## src/rtl/synaptic_integrator_if.sv

```systemverilog
// Weight-store read port and per-neuron current stream of the synaptic integrator.
interface synaptic_integrator_if #(
  parameter int N  = 7,
  parameter int IW = $clog2(N)
);
  logic                 w_rd_en;
  logic [IW-1:0]        w_rd_row;
  logic [IW-1:0]        w_rd_col;
  logic signed [15:0]   w_rd_data;
  logic                 cur_valid;
  logic                 cur_ready;
  logic [IW-1:0]        cur_idx;
  logic signed [15:0]   cur_data;

  modport master (
    output w_rd_en, w_rd_row, w_rd_col,
    input  w_rd_data,
    output cur_valid, cur_idx, cur_data,
    input  cur_ready
  );

  modport slave (
    input  w_rd_en, w_rd_row, w_rd_col,
    output w_rd_data,
    input  cur_valid, cur_idx, cur_data,
    output cur_ready
  );
endinterface

```

## src/rtl/synaptic_integrator.sv

```systemverilog
// Serial Q8.8 synaptic current integrator: I[i] = sum over spiking j != i of w[i][j].
// Optional SYN_INT_SKIP_EN visits only spiking off-diagonal columns instead of all N.
module synaptic_integrator #(
  parameter int N     = 7,
  parameter int IW    = $clog2(N),
  parameter int ACC_W = 16 + $clog2(N)
) (
  input  logic                  clk,
  input  logic                  reset_n,
  input  logic                  start,
  input  logic [N-1:0]          spikes,
  synaptic_integrator_if.master bus,
  output logic                  busy,
  output logic                  done
);

  typedef enum logic [1:0] {IDLE, READ, DRAIN, EMIT} state_t;

  localparam logic signed [ACC_W-1:0] SAT_HI = ACC_W'(32'sd32767);
  localparam logic signed [ACC_W-1:0] SAT_LO = ACC_W'(-32'sd32768);

  state_t                   state_q, state_d;
  logic [IW-1:0]            row_q, row_d;
  logic [IW-1:0]            col_q, col_d;
  logic [IW-1:0]            col_prev;
  logic                     rd_en, rd_q;
  logic                     latch_snap, clear_acc, last_accept, done_q;
  logic signed [ACC_W-1:0]  acc;
  logic signed [ACC_W-1:0]  w_ext;
  logic [N-1:0]             snap;
  logic [N-1:0]             visit_mask, entry_mask;
  logic [IW:0]              next_hit, entry_hit;

  // Lowest set bit of mask at or above 'from'; MSB of the result flags a hit.
  function automatic logic [IW:0] first_from(input logic [N-1:0] mask, input logic [IW:0] from);
    logic          found;
    logic [IW-1:0] idx;
    logic [N-1:0]  m;
    found = 1'b0;
    idx   = '0;
    for (int unsigned c = 0; c < N; c++) begin
      m = mask >> c;
      if (!found && (c >= 32'(from)) && m[0]) begin
        found = 1'b1;
        idx   = IW'(c);
      end
    end
    return {found, idx};
  endfunction

  function automatic logic signed [15:0] saturate(input logic signed [ACC_W-1:0] a);
    if (a > SAT_HI)      return 16'sh7FFF;
    else if (a < SAT_LO) return 16'sh8000;
    else                 return a[15:0];
  endfunction

`ifdef SYN_INT_SKIP_EN
  function automatic logic [N-1:0] onehot(input logic [IW-1:0] i);
    return N'(1) << i;
  endfunction

  logic [IW-1:0] next_row;
  // Entry search for the row about to start: row 0 from the live spikes at start, else row+1 from snap.
  assign next_row   = (state_q == IDLE) ? '0 : row_q + IW'(1);
  assign visit_mask = snap & ~onehot(row_q);
  assign entry_mask = ((state_q == IDLE) ? spikes : snap) & ~onehot(next_row);
`else
  assign visit_mask = '1;
  assign entry_mask = '1;
`endif

  assign next_hit  = first_from(visit_mask, {1'b0, col_q} + (IW+1)'(1));
  assign entry_hit = first_from(entry_mask, '0);
  assign w_ext     = {{(ACC_W-16){bus.w_rd_data[15]}}, bus.w_rd_data};

  always_ff @(posedge clk or negedge reset_n) begin
    if (!reset_n) state_q <= IDLE;
    else          state_q <= state_d;
  end

  always_comb begin
    state_d       = state_q;
    row_d         = row_q;
    col_d         = col_q;
    rd_en         = 1'b0;
    latch_snap    = 1'b0;
    clear_acc     = 1'b0;
    last_accept   = 1'b0;
    bus.w_rd_row  = '0;
    bus.w_rd_col  = '0;
    bus.cur_valid = 1'b0;
    bus.cur_idx   = '0;
    bus.cur_data  = '0;
    case (state_q)
      IDLE: begin
        if (start) begin
          latch_snap = 1'b1;
          clear_acc  = 1'b1;
          row_d      = '0;
          col_d      = entry_hit[IW-1:0];
          state_d    = entry_hit[IW] ? READ : DRAIN;
        end
      end
      READ: begin
        bus.w_rd_row = row_q;
        bus.w_rd_col = col_q;
        rd_en        = (col_q != row_q);
        if (next_hit[IW]) col_d   = next_hit[IW-1:0];
        else              state_d = DRAIN;
      end
      DRAIN: state_d = EMIT;
      EMIT: begin
        bus.cur_valid = 1'b1;
        bus.cur_idx   = row_q;
        bus.cur_data  = saturate(acc);
        if (bus.cur_ready) begin
          if (row_q == IW'(N-1)) begin
            state_d     = IDLE;
            last_accept = 1'b1;
          end else begin
            row_d     = row_q + IW'(1);
            col_d     = entry_hit[IW-1:0];
            clear_acc = 1'b1;
            state_d   = entry_hit[IW] ? READ : DRAIN;
          end
        end
      end
      default: state_d = IDLE;
    endcase
  end

  // Read data lands one cycle after the strobe, so the column is delayed alongside it.
  always_ff @(posedge clk or negedge reset_n) begin
    if (!reset_n) begin
      row_q    <= '0;
      col_q    <= '0;
      col_prev <= '0;
      rd_q     <= 1'b0;
      acc      <= '0;
      snap     <= '0;
      done_q   <= 1'b0;
    end else begin
      row_q    <= row_d;
      col_q    <= col_d;
      col_prev <= col_q;
      rd_q     <= rd_en;
      done_q   <= last_accept;
      if (latch_snap) snap <= spikes;
      if (clear_acc)                  acc <= '0;
      else if (rd_q && snap[col_prev]) acc <= acc + w_ext;
    end
  end

  assign bus.w_rd_en = rd_en;
  assign busy        = (state_q != IDLE);
  assign done        = done_q;

endmodule

```

## src/flat_wrapper.sv

```systemverilog
// flat-port wrapper written by rule: the top's interface ports become plain ports
module synaptic_integrator_flat 
#(
  parameter int N     = 7,
  parameter int IW    = $clog2(N),
  parameter int ACC_W = 16 + $clog2(N)
)
  (clk, reset_n, start, spikes, busy, done, bus_w_rd_en, bus_w_rd_row, bus_w_rd_col, bus_w_rd_data, bus_cur_valid, bus_cur_idx, bus_cur_data, bus_cur_ready);
  synaptic_integrator_if #(.N(N), .IW(IW)) bus_i ();
  input  logic clk;
  input  logic reset_n;
  input  logic start;
  input  logic [N-1:0] spikes;
  output logic busy;
  output logic done;
  output wire logic [$bits(bus_i.w_rd_en)-1:0] bus_w_rd_en;
  output wire logic [$bits(bus_i.w_rd_row)-1:0] bus_w_rd_row;
  output wire logic [$bits(bus_i.w_rd_col)-1:0] bus_w_rd_col;
  input wire logic [$bits(bus_i.w_rd_data)-1:0] bus_w_rd_data;
  output wire logic [$bits(bus_i.cur_valid)-1:0] bus_cur_valid;
  output wire logic [$bits(bus_i.cur_idx)-1:0] bus_cur_idx;
  output wire logic [$bits(bus_i.cur_data)-1:0] bus_cur_data;
  input wire logic [$bits(bus_i.cur_ready)-1:0] bus_cur_ready;
  assign bus_w_rd_en = bus_i.w_rd_en;
  assign bus_w_rd_row = bus_i.w_rd_row;
  assign bus_w_rd_col = bus_i.w_rd_col;
  assign bus_i.w_rd_data = bus_w_rd_data;
  assign bus_cur_valid = bus_i.cur_valid;
  assign bus_cur_idx = bus_i.cur_idx;
  assign bus_cur_data = bus_i.cur_data;
  assign bus_i.cur_ready = bus_cur_ready;
  synaptic_integrator #(.N(N), .IW(IW), .ACC_W(ACC_W)) u_core (.clk(clk), .reset_n(reset_n), .start(start), .spikes(spikes), .bus(bus_i), .busy(busy), .done(done));
endmodule
```

## config.mk

```make
export PLATFORM = sky130hd
export DESIGN_NAME = synaptic_integrator_flat
export DESIGN_NICKNAME = d
export VERILOG_FILES = /design/src/rtl/synaptic_integrator_if.sv /design/src/rtl/synaptic_integrator.sv /design/src/flat_wrapper.sv
export SDC_FILE = /design/constraint.sdc
export NUM_CORES = 1
export LEC_CHECK = 0
export BUFFER_PORTS_ARGS = -buffer_cell sky130_fd_sc_hd__buf_2
export CORE_MARGIN = 3
export CORE_UTILIZATION = 49
export DETAILED_ROUTE_END_ITERATION = 10
export GPL_TIMING_DRIVEN = 0
export HOLD_SLACK_MARGIN = 0.05
export PLACE_DENSITY_LB_ADDON = 0.25
export SYNTH_ARGS = -nofsm -noshare
export SYNTH_HDL_FRONTEND = slang
export SYNTH_SLANG_ARGS = --single-unit
```

## constraint.sdc

```tcl
create_clock -name clk -period 4.4 [get_ports clk]
set_input_delay 0.88 -clock clk [delete_from_list [all_inputs] [get_ports clk]]
set_output_delay 0.88 -clock clk [all_outputs]
set_load 0.02 [all_outputs]
```

After elaboration in Yosys (flattened, before gate mapping)
Cells that the tools add are included.
Word-level totals
  ROM bits: 0
  memories kept: 0
  register bits after elaboration: 39
  bits of input ports: 27
  bits in latches: 0
  word-level logic and storage cells: 98
  memory bits (writable): 0
Operators by class
  divide/modulo/power cells: 0
  magnitude comparators: 10
  reduce and logical (&&, ||, !) cells: 21
  $mul: 0
  bitwise logic cells: 0
  muxes and demuxes: 46
  equality and inequality tests: 10
  add/subtract/negate cells: 3
  shifts and indexed selects: 0
Operators by type and width (count)
  2-to-1 mux 16 bit: 3
  2-to-1 mux 3 bit: 14
  2-to-1 mux 19 bit: 2
  adder 19 x 16 -> 19 bit: 1
  > comparator 19 x 16 -> 1 bit, second input constant: 1
  less-than comparator 19 x 16 -> 1 bit, second input constant: 1
  2-to-1 mux 1 bit: 19
  >= comparator 3 x 4 -> 1 bit, first input constant: 3
  case mux 3 bit (3 select lines): 1
  >= comparator 1 x 4 -> 1 bit, first input constant: 2
  >= comparator 2 x 4 -> 1 bit, first input constant: 2
  inequality test 2 bit, second input constant: 4
  case mux 2 bit (4 select lines): 1
  logical AND 1 bit: 7
  logical NOT 1 bit: 6
  2-to-1 mux 2 bit: 3
  case mux 3 bit (2 select lines): 1
  nonzero test 2 bit: 3
  AND reduction 5 bit: 1
  adder 3 x 1 -> 4 bit, second input constant: 1
  equality test 2 bit, second input constant: 2
  less-than comparator 3 x 4 -> 1 bit, second input constant: 1
  AND reduction 4 bit: 1
  adder 3 x 1 -> 3 bit, second input constant: 1
  other kinds (9): 9

Logic depth before layout (Yosys ltp)
Gate-level depths: netlist of the first run.
  depth after elaboration: 23
  depth in mapped cells: 9
  gate-level depth less buffers: 9

Worst setup path before layout of the first run
No wires, ideal clock.
  path kind: reg-to-output
  start point: reg u_core.state_q[0]
  end point: out bus_cur_data[10]
  cell stages (with the launch flop): 7
  arrival: 1942 ps
  data required time: 3520 ps
  slack: 1578 ps
  buffers on the path: 2
  path through: dfrtp_1 ha_1 clkbuf_1 inv_1 a21oi_1 clkbuf_1 o21a_1
On the way
  cells in the longest elaborated chain, start to end: 2
RTL lines
  start: declaration: line synaptic_integrator.sv:22  | state_t state_q, state_d;
  start signal: assignment: line synaptic_integrator.sv:78  | else state_q <= state_d;
  equality test 2 bit: line synaptic_integrator.sv:94  | case (state_q)
  2-to-1 mux 16 bit: line synaptic_integrator.sv:94
  end: declaration: line flat_wrapper.sv:22  | output wire logic [$bits(bus_i.cur_data)-1:0] bus_cur_data;
No other way between the ends.

Final worst setup path of the first run
  start point: reg u_core.state_q[0]
  end point: out bus_cur_data[12]
The elaborated chain is that of the path after synthesis.

==> run metrics, run 1 <==
status=finished, final reports clean; Crit path required time=3520 ps; vias in the first global route=between 2k and 3k; Reg clk slew, reported paths=~80 ps; Clk Latency, worst-skew pair=290 ps; Synth top area share=between 30% and 40%; Via Count=between 2k and 3k; initial drt markers=~180; Setup WS post-layout=672 ps; syn avg cell area=8.65 um^2; Setup CP Type=reg2out; synthesized flop and latch total=39; first-pass GRT wire length=around 13000 um; Port Buffers=55; Final setup viols=0; critical-path maximum fanout=10; Hold Vio Cnt, Final=0; Die Width=84.6 um; Setup crit start kind=register; Synth Flop Type=dfrtp_1; non-filler cells, final=between 400 and 500; Final GP Congestion=about 0.85; Max-Cap Viols=0; vias per std cell=about 5.9; worst vdd ir=0.368 mV; Unique masters post-synth=56; R2R Setup Slk=a little over 2000 ps; DRC=0; CP Buf/Inv Count=4; cell mode on critical path=clkbuf_1; P_sw=966 uW; LEAKAGE=0.00176 uW; share of synthesized registers carrying an async set or reset=100%; Yosys warning total=0; Nets=around 470; switch share=around 46%; DIE HEIGHT=between 80 and 90 um; antenna cells=0; HPWL after DPL=5600 um; Largest delay share family, worst path=buffers and inverters; slowest CP cell=a21oi_1; Final Critical Period=3730 ps; Clock Root Buffer=clkbuf_8; # IOs=56; Clk pwr share=between 10% and 20%; worst-path cell chain=ha_1 > clkbuf_1 > inv_1 > a21oi_1 > clkbuf_1 > o21a_1 > buf_2; share of post-route cells with drive strength above 1=between 10% and 20%; Largest stage delay, worst path=between 500 and 600 ps; # resized after CTS=0; TritonCTS clock tree=built; Clock Sinks=39; worst slack at placement=roughly 1000 ps; hold_buf cts=0; max frequency=approximately 270 MHz; Max clock buf depth=2; initial antenna violation count=0; normalized max-slew margin=37.8%; sequential area share after synthesis=between 30% and 40%; Area growth, synth to finish=15.9%; worst hold path type=reg2reg; Worst Tran Pin Value=between 900 and 1000 ps; crit path capture type=output port; DIE AREA=~7200 um^2; Setup Skew=~7.2 ps; Power Density=597 nW/um^2; drt total wl=approximately 7500 um; CTS Buf Count=5; top cells by area, synth=dfrtp_1 32%, ha_1 12%, a21oi_1 5.3%, nand2_1 5.1%, o21ai_0 4.3%; row count=28; number of synthesized flops with an enable pin=0; Core ar.=5960 um^2; initial core utilization=about half; data arrival time of the worst path=~2900 ps; Synth area leader=dfrtp_1; RSZ-0062 raised after global routing=no; antenna viol nets, final=0; Seq pwr share=between 20% and 30%; pin count of the biggest net entering global routing=40; Setup TNS=0 ps; final hold slack=roughly 400 ps; max-slew violation count=0; wire per inst=between 15 and 20 um; Post-CTS Setup Bufs=0; Internal=~1100 uW; Placed Cells=480; Layout Utilization=between 50% and 60%; Gate power share=a little under three fifths; grt ovf=0; GRT Overall Usage=around a fifth; Mapped Nets=between 400 and 500; period utilization=84.7%; CTS H-tree lvls=2; Synth Cell Area=3030 um^2; Pre-antenna DRT Iters=5; Post-Syn Instances=between 300 and 400
cells by family after synthesis:
group | count (synthesis) | synth area share, %
XOR/XNOR | 10 | 2.89
flip-flops | 39 | 32.2
AO/OA/AOI/OAI | 120 | 26.8
multiplexers | 9 | 3.80
buffers and inverters | 29 | 3.72
AND/OR/NAND/NOR | 114 | 18.4
adder cells (fa/ha/maj) | 29 | 12.2
per-layer routing:
metal | global-route usage (%) | vias to the layer above | part of all wire [%]
met5 | 0 | - | 0
met3 | 3.83 | 6 | 6.3
li1 | - | 1408 | -
met2 | 34.8 | 99 | 45
met1 | 29.7 | 1355 | 48
met4 | 4.89 | 0 | 0.60
cells in the mapped netlist (all sizes together), types with 2 or more instances:
cell type / n
nand3: 9
a21o: 9
nand3b: 2
nand4: 2
o2111ai: 2
nor4: 5
nor2: 15
inv: 18
o21a: 17
mux2: 7
nand2: 41
a21oi: 32
dfrtp: 39
or2: 2
o21ai: 27
o22ai: 2
xor2: 6
and2: 11
and3: 6
a31oi: 4
o21bai: 2
a211oi: 2
nor2b: 4
a2111oi: 2
o211ai: 3
or4: 3
buf: 3
o31a: 2
nor3: 11
ha: 28
xnor2: 4
o211a: 3
clkbuf: 8
power by group through the flow:
stage,sequential [uW],clock [uW],combinational (uW)
6_report,622,307,1170
5_1_grt,643,330,1310
4_1_cts,620,317,1160
3_5_place_dp,627,0,1160
3_3_place_gp,621,0,1130
2_1_floorplan,591,0,894
flip-flops by register name, summed over array words and instances, names as in the netlist:
name	cells
u_core.acc	19
u_core.col_prev	3
u_core.snap	7
u_core.done	1
u_core.col_q	3
u_core.rd_q	1
u_core.state_q	2
u_core.row_q	3
layout by cell type (no fill, tap or decap), drive strengths merged, types with 7 or more instances in the layout:
master and n:
a21o 9, a21oi 32, and2 11, buf 58, clkbuf 13, dfrtp 39
ha 28, inv 18, mux2 7, nand2 41, nand3 9, nor2 15
nor3 11, o21a 17, o21ai 27
metrics by stage:
stage,area [um^2],total power (uW)
4_1_cts,3510,2100
3_3_place_gp,3400,1750
2_1_floorplan,3030,1480
5_1_grt,3510,2280
6_report,3510,2090
3_5_place_dp,3400,1780
path summary, 6_finish.rpt:
| path | start | endpoint | cells after the start |
|---|---|---|---|
| max | u_core.state_q[0]$_DFFE_PN0P_ | bus_cur_data[12] | 7 |
| min | u_core.col_q[2]$_DFFE_PN0P_ | u_core.col_prev[2]$_DFF_PN0_ | 0 |
| max reg2reg | u_core.acc[0]$_DFFE_PN0P_ | u_core.acc[18]$_DFFE_PN0P_ | 9 |
| min reg2reg | u_core.col_q[2]$_DFFE_PN0P_ | u_core.col_prev[2]$_DFF_PN0_ | 0 |
| max in group asynchronous | reset_n | u_core.acc[17]$_DFFE_PN0P_ | 1 |
| min in group asynchronous | reset_n | u_core.acc[7]$_DFFE_PN0P_ | 1 |
area by class of cell:
cell class / count / area (um^2)
Buffer: 11 / 45.0
Clock buffer: 5 / 68.8
Clock inverter: 3 / 43.8
Fill cell: 559 / 2440
Inverter: 18 / 67.6
Multi-Input combinational cell: 282 / 1940
Sequential cell: 39 / 976
Tap cell: 75 / 93.8
Timing Repair Buffer: 55 / 275
Note: power is estimated with default switching activity, not from simulation.
==> inputs of run 2 (changes only) <==
- clock period: 4.4 -> 3.76 ns (I/O delays scaled with it)
==> run metrics, run 2 (same netlist as run 1, synthesis figures left out) <==
Via Count=2843 (was 2868); Setup CP Type=reg2out (unchanged); Top reg by flops=u_core.acc (unchanged); data arrival time of the worst path=2650 ps (was 2850 ps); Gate power share=55.6% (was 55.7%); R2R Setup Slk=1390 ps (was 2030 ps); # IOs=56 (unchanged); grt ovf=0 (unchanged); commonest non-fill, non-tap cell in the layout=buf_2 (unchanged); Hold Vio Cnt, Final=0 (unchanged); DRC=0 (unchanged); Reg clk slew, reported paths=80 ps (about the same); Worst Tran Pin Value=922 ps (was 933 ps); antenna cells=0 (unchanged); Clk Latency, worst-skew pair=290 ps (about the same); Largest stage delay, worst path=450 ps (was 520 ps); cell mode on critical path=clkbuf_1 (unchanged); Pre-antenna DRT Iters=5 (unchanged); antenna viol nets, final=0 (unchanged); wire per inst=15.4 um (about the same); RSZ-0062 raised after global routing=no (unchanged); row count=28 (unchanged); DIE HEIGHT=84.6 um (unchanged); Clock Sinks=39 (unchanged); Tot Pwr=2450 uW (was 2090 uW); worst hold path type=reg2reg (unchanged); initial antenna violation count=0 (unchanged); Design Area, Final=3510 um^2 (about the same); Internal=1320 uW (was 1130 uW); most frequent cells in the layout=58 x buf_2, 41 x nand2_1, 39 x dfrtp_1 (unchanged); CTS H-tree lvls=2 (unchanged); status=finished, final reports clean (unchanged); Max clock buf depth=2 (unchanged); pin count of the biggest net entering global routing=40 (unchanged); worst-path cell chain=ha_1 > clkbuf_1 > inv_1 > a21oi_2 > clkbuf_1 > o21a_1 > buf_2 (was ha_1 > clkbuf_1 > inv_1 > a21oi_1 > clkbuf_1 > o21a_1 > buf_2); final hold slack=395 ps (was 397 ps); Max-Cap Viols=0 (unchanged); Clock Root Buffer=clkbuf_8 (unchanged); vias in the first global route=2743 (unchanged); Port Buffers=55 (unchanged); worst vdd ir=0.433 mV (was 0.368 mV); Area growth, synth to finish=16.0% (was 15.9%); Nets=468 (unchanged); period utilization=between 90 and 100%; HPWL after DPL=5600 um (unchanged); max frequency=294 MHz; LEAKAGE=0.00176 uW (about the same); GRT Overall Usage=21.4% (unchanged); Die Width=84.6 um (unchanged); Crit path required time=3010 ps (was 3520 ps); CTS Buf Count=5 (unchanged); Power Density=698 nW/um^2 (was 597 nW/um^2); Final GP Congestion=0.850 (unchanged); vias per std cell=5.83 (was 5.88); Core ar.=5960 um^2 (unchanged); TritonCTS clock tree=built (unchanged); drt total wl=7500 um (was 7510 um); Setup crit start kind=register (unchanged); critical-path maximum fanout=10 (unchanged); Fillers=560 (was 559); Final Critical Period=3410 ps; Setup Skew=5.48 ps (was 7.19 ps); Clk pwr share=14.6% (was 14.7%); biggest registers after layout=u_core.acc (19), u_core.snap (7) (unchanged); Seq pwr share=29.7% (about the same); initial drt markers=156 (was 179); initial core utilization=50.9% (unchanged); slowest CP cell=dfrtp_1 (was a21oi_1); share of post-route cells with drive strength above 1=19.6% (was 19.4%); crit path capture type=output port (unchanged); DIE AREA=7160 um^2 (unchanged); Final setup viols=0 (unchanged); switch share=46.2% (was 46.1%); first-pass GRT wire length=12600 um (unchanged); Post-CTS Setup Bufs=0 (unchanged); max FFs per register=19 (unchanged); P_sw=1130 uW (was 966 uW); Placed Area=3400 um^2 (unchanged); normalized max-slew margin=38.5% (was 37.8%); Setup TNS=0 ps (unchanged); max-slew violation count=0 (unchanged)
run 2: repair_timing:
action                     in CTS  in global routing
hold buffers                    0                  0
resized for setup               0                  1
hold endpoints to repair        0                  0
setup endpoints to repair       0                 10
run 2: metal layers:
layer	up-vias	global-route usage, %	share of wire (%)
li1	1409	-	-
met1	1350	29.7	48
met2	76	34.8	45
met3	8	3.83	5.5
met4	0	4.89	0.84
met5	-	0	0
run 2: area by class of cell:
class                           count  area, um^2  area share (%)
Multi-Input combinational cell    282        1940            55.3
Sequential cell                    39         976            27.8
Timing Repair Buffer               55         275            7.83
Tap cell                           75        93.8            2.67
Clock buffer                        5        68.8            1.96
Inverter                           18        67.6            1.92
Buffer                             11        45.0            1.28
Clock inverter                      3        43.8            1.25
run 2: path summary, 6_finish.rpt:
path / startpoint / end / cells past startpoint
worst min-delay path: u_core.col_q[2]$_DFFE_PN0P_ / u_core.col_prev[2]$_DFF_PN0_ / 0
min in group asynchronous: reset_n / u_core.acc[6]$_DFFE_PN0P_ / 1
worst min register to register: u_core.col_q[2]$_DFFE_PN0P_ / u_core.col_prev[2]$_DFF_PN0_ / 0
worst max register to register: u_core.acc[0]$_DFFE_PN0P_ / u_core.acc[18]$_DFFE_PN0P_ / 9
worst max-delay path: u_core.state_q[0]$_DFFE_PN0P_ / bus_cur_data[12] / 7
max in group asynchronous: reset_n / u_core.acc[17]$_DFFE_PN0P_ / 1
run 2: critical path, delay by kind of cell (launching register included):
family / cells / cell delay [ps]
buffers and inverters: 4 / 1170
adders and majority gates: 1 / 200
AOI/OAI and AO/OA: 2 / 550
DFF: 1 / 450
run 2: power by group through the flow:
stage / Combinational, uW / Clock, uW / Sequential [uW]
after CTS: 1360 / 371 / 726
after global placement: 1320 / 0 / 727
after floorplan: 1050 / 0 / 691
after detailed placement: 1350 / 0 / 734
after global routing: 1540 / 386 / 753
final: 1370 / 360 / 729
run 2: metrics by stage:
stage	worst slack, ps	instances	util (%)
4_1_cts	124	488	58.9
2_1_floorplan	1070	350	-
3_3_place_gp	489	480	57.1
5_1_grt	92.1	488	59.0
6_report	354	488	59.0
3_5_place_dp	485	480	57.1
==> inputs of run 3 (changes only) <==
- clock period: 3.76 -> 3.53 ns (I/O delays scaled with it)
==> run metrics, run 3 (same netlist as run 1, synthesis figures left out) <==
Final GP Congestion=0.850 (unchanged); initial drt markers=180 (was 156); TritonCTS clock tree=built (unchanged); worst vdd ir=0.466 mV (was 0.433 mV); Clock Root Buffer=clkbuf_8 (unchanged); Max-Cap Viols=0 (unchanged); vias in the first global route=2746 (was 2743); CTS Buf Count=5 (unchanged); initial core utilization=50.9% (unchanged); Reg area=976 um^2 (unchanged); DRC=0 (unchanged); Top reg by flops=u_core.acc (unchanged); initial antenna violation count=0 (unchanged); worst hold path type=reg2reg (unchanged); row count=28 (unchanged); max frequency=~310 MHz; Clock Sinks=39 (unchanged); Port Buffers=55 (unchanged); Setup Skew=6.67 ps (was 5.48 ps); Max clock buf depth=2 (unchanged); GRT Overall Usage=21.4% (unchanged); Nets=468 (unchanged); DIE AREA=7160 um^2 (unchanged); Placed Area=3400 um^2 (unchanged); Hold Vio Cnt, Final=0 (unchanged); DIE HEIGHT=84.6 um (unchanged); critical-path maximum fanout=10 (unchanged); Core ar.=5960 um^2 (unchanged); grt ovf=0 (unchanged); Pre-antenna DRT Iters=5 (unchanged); Setup CP Type=reg2out (unchanged); Design Area, Final=3520 um^2 (was 3510 um^2); Setup TNS=0 ps (unchanged); max-slew violation count=0 (unchanged); data arrival time of the worst path=2500 ps (was 2650 ps); normalized max-slew margin=38.2% (was 38.5%); area occupied by multi-input gates=1940 um^2 (unchanged); max FFs per register=19 (unchanged); antenna cells=0 (unchanged); Via Count=2881 (was 2843); first-pass GRT wire length=12600 um (about the same); pin count of the biggest net entering global routing=40 (unchanged); R2R Setup Slk=1170 ps (was 1390 ps); Worst Tran Pin Value=927 ps (was 922 ps); Post-CTS Setup Bufs=0 (unchanged); antenna viol nets, final=0 (unchanged); # IOs=56 (unchanged); Reg clk slew, reported paths=80 ps (about the same); Final setup viols=0 (unchanged); HPWL after DPL=5600 um (unchanged); Fillers=559 (was 560); Setup crit start kind=register (unchanged); share of post-route cells with drive strength above 1=19.9% (was 19.6%); most frequent cells in the layout=58 x buf_2, 41 x nand2_1, 39 x dfrtp_1 (unchanged); period utilization=roughly nine tenths; vias per std cell=5.90 (was 5.83); non-filler cells, final=488 (unchanged); CTS H-tree lvls=2 (unchanged); biggest registers after layout=u_core.acc (19), u_core.snap (7) (unchanged); Final Critical Period=roughly 3200 ps; crit path capture type=output port (unchanged); LEAKAGE=0.00176 uW (about the same); commonest non-fill, non-tap cell in the layout=buf_2 (unchanged); Die Width=84.6 um (unchanged); Power Density=744 nW/um^2 (was 698 nW/um^2); drt total wl=7490 um (was 7500 um); status=finished, final reports clean (unchanged); Placed Cells=480 (unchanged); hold_buf cts=0 (unchanged); wire per inst=15.3 um (was 15.4 um); Clk Latency, worst-skew pair=290 ps (about the same); Crit path required time=2820 ps (was 3010 ps); Area growth, synth to finish=16.1% (was 16.0%); RSZ-0062 raised after global routing=no (unchanged)
==> run 3: cell counts in the layout (fill, tap and decap cells not counted) <==
No cell type changed its count.
==> run 3: layout make-up <==
| type | count | area share (%) |
|---|---|---|
| multi-input cells | 282 | 55.3 |
| flip-flops and latches | 39 | 27.8 |
| repair buffers | 55 | 7.83 |
| well taps | 75 | 2.67 |
| clock buffers | 5 | 1.96 |
| inverters | 18 | 1.92 |
| plain buffers | 11 | 1.32 |
| clock inverters | 3 | 1.25 |
==> run 3: path summary, 6_finish.rpt <==
kind                                               start                      endpoint  cells after the start
setup / recovery           u_core.state_q[0]$_DFFE_PN0P_              bus_cur_data[12]                      7
hold / removal               u_core.col_q[2]$_DFFE_PN0P_  u_core.col_prev[2]$_DFF_PN0_                      0
setup reg to reg               u_core.acc[0]$_DFFE_PN0P_    u_core.acc[18]$_DFFE_PN0P_                      9
hold reg to reg              u_core.col_q[2]$_DFFE_PN0P_  u_core.col_prev[2]$_DFF_PN0_                      0
max in group asynchronous                        reset_n    u_core.acc[17]$_DFFE_PN0P_                      1
min in group asynchronous                        reset_n     u_core.acc[7]$_DFFE_PN0P_                      1
==> run 3: repair_timing <==
action | in CTS | in global routing
setup endpoints to repair | 10 | 10
gates cloned | 0 | 0
resized for setup | 1 | 2
==> run 3: per-stage QoR <==
step / worst slack (ps) / hold slack (ps) / total power (uW) / util [%]
floorplan: 882 / 352 / 1850 / -
global placement: 305 / 372 / 2190 / 57.1
detailed placement: 301 / 370 / 2220 / 57.1
CTS: 121 / 397 / 2620 / 59.0
global route: 107 / 415 / 2850 / 59.0
finish: 323 / 396 / 2620 / 59.0
==> run 3: worst max-delay path: stages (launching register included) <==
cell      delay, ps
dfrtp_1         450
ha_1            200
clkbuf_1        320
inv_1           230
a21oi_2         330
clkbuf_2        330
o21a_1          190
buf_2           170
==> run 3: per-layer routing <==
layer,up-vias,track usage (%),wire length (um),share of wire (%)
li1,1411,-,-,-
met1,1361,29.6,3590,48
met2,103,34.9,3370,45
met3,6,3.83,483,6.5
met4,0,4.89,45,0.60
met5,-,0,0,0
==> run 3: power breakdown <==
part | switching (uW) | total, uW | internal (uW)
Combinational | 874 | 1460 | 584
Sequential | 162 | 776 | 614
Clock | 172 | 382 | 211
Total | 1210 | 2620 | 1410
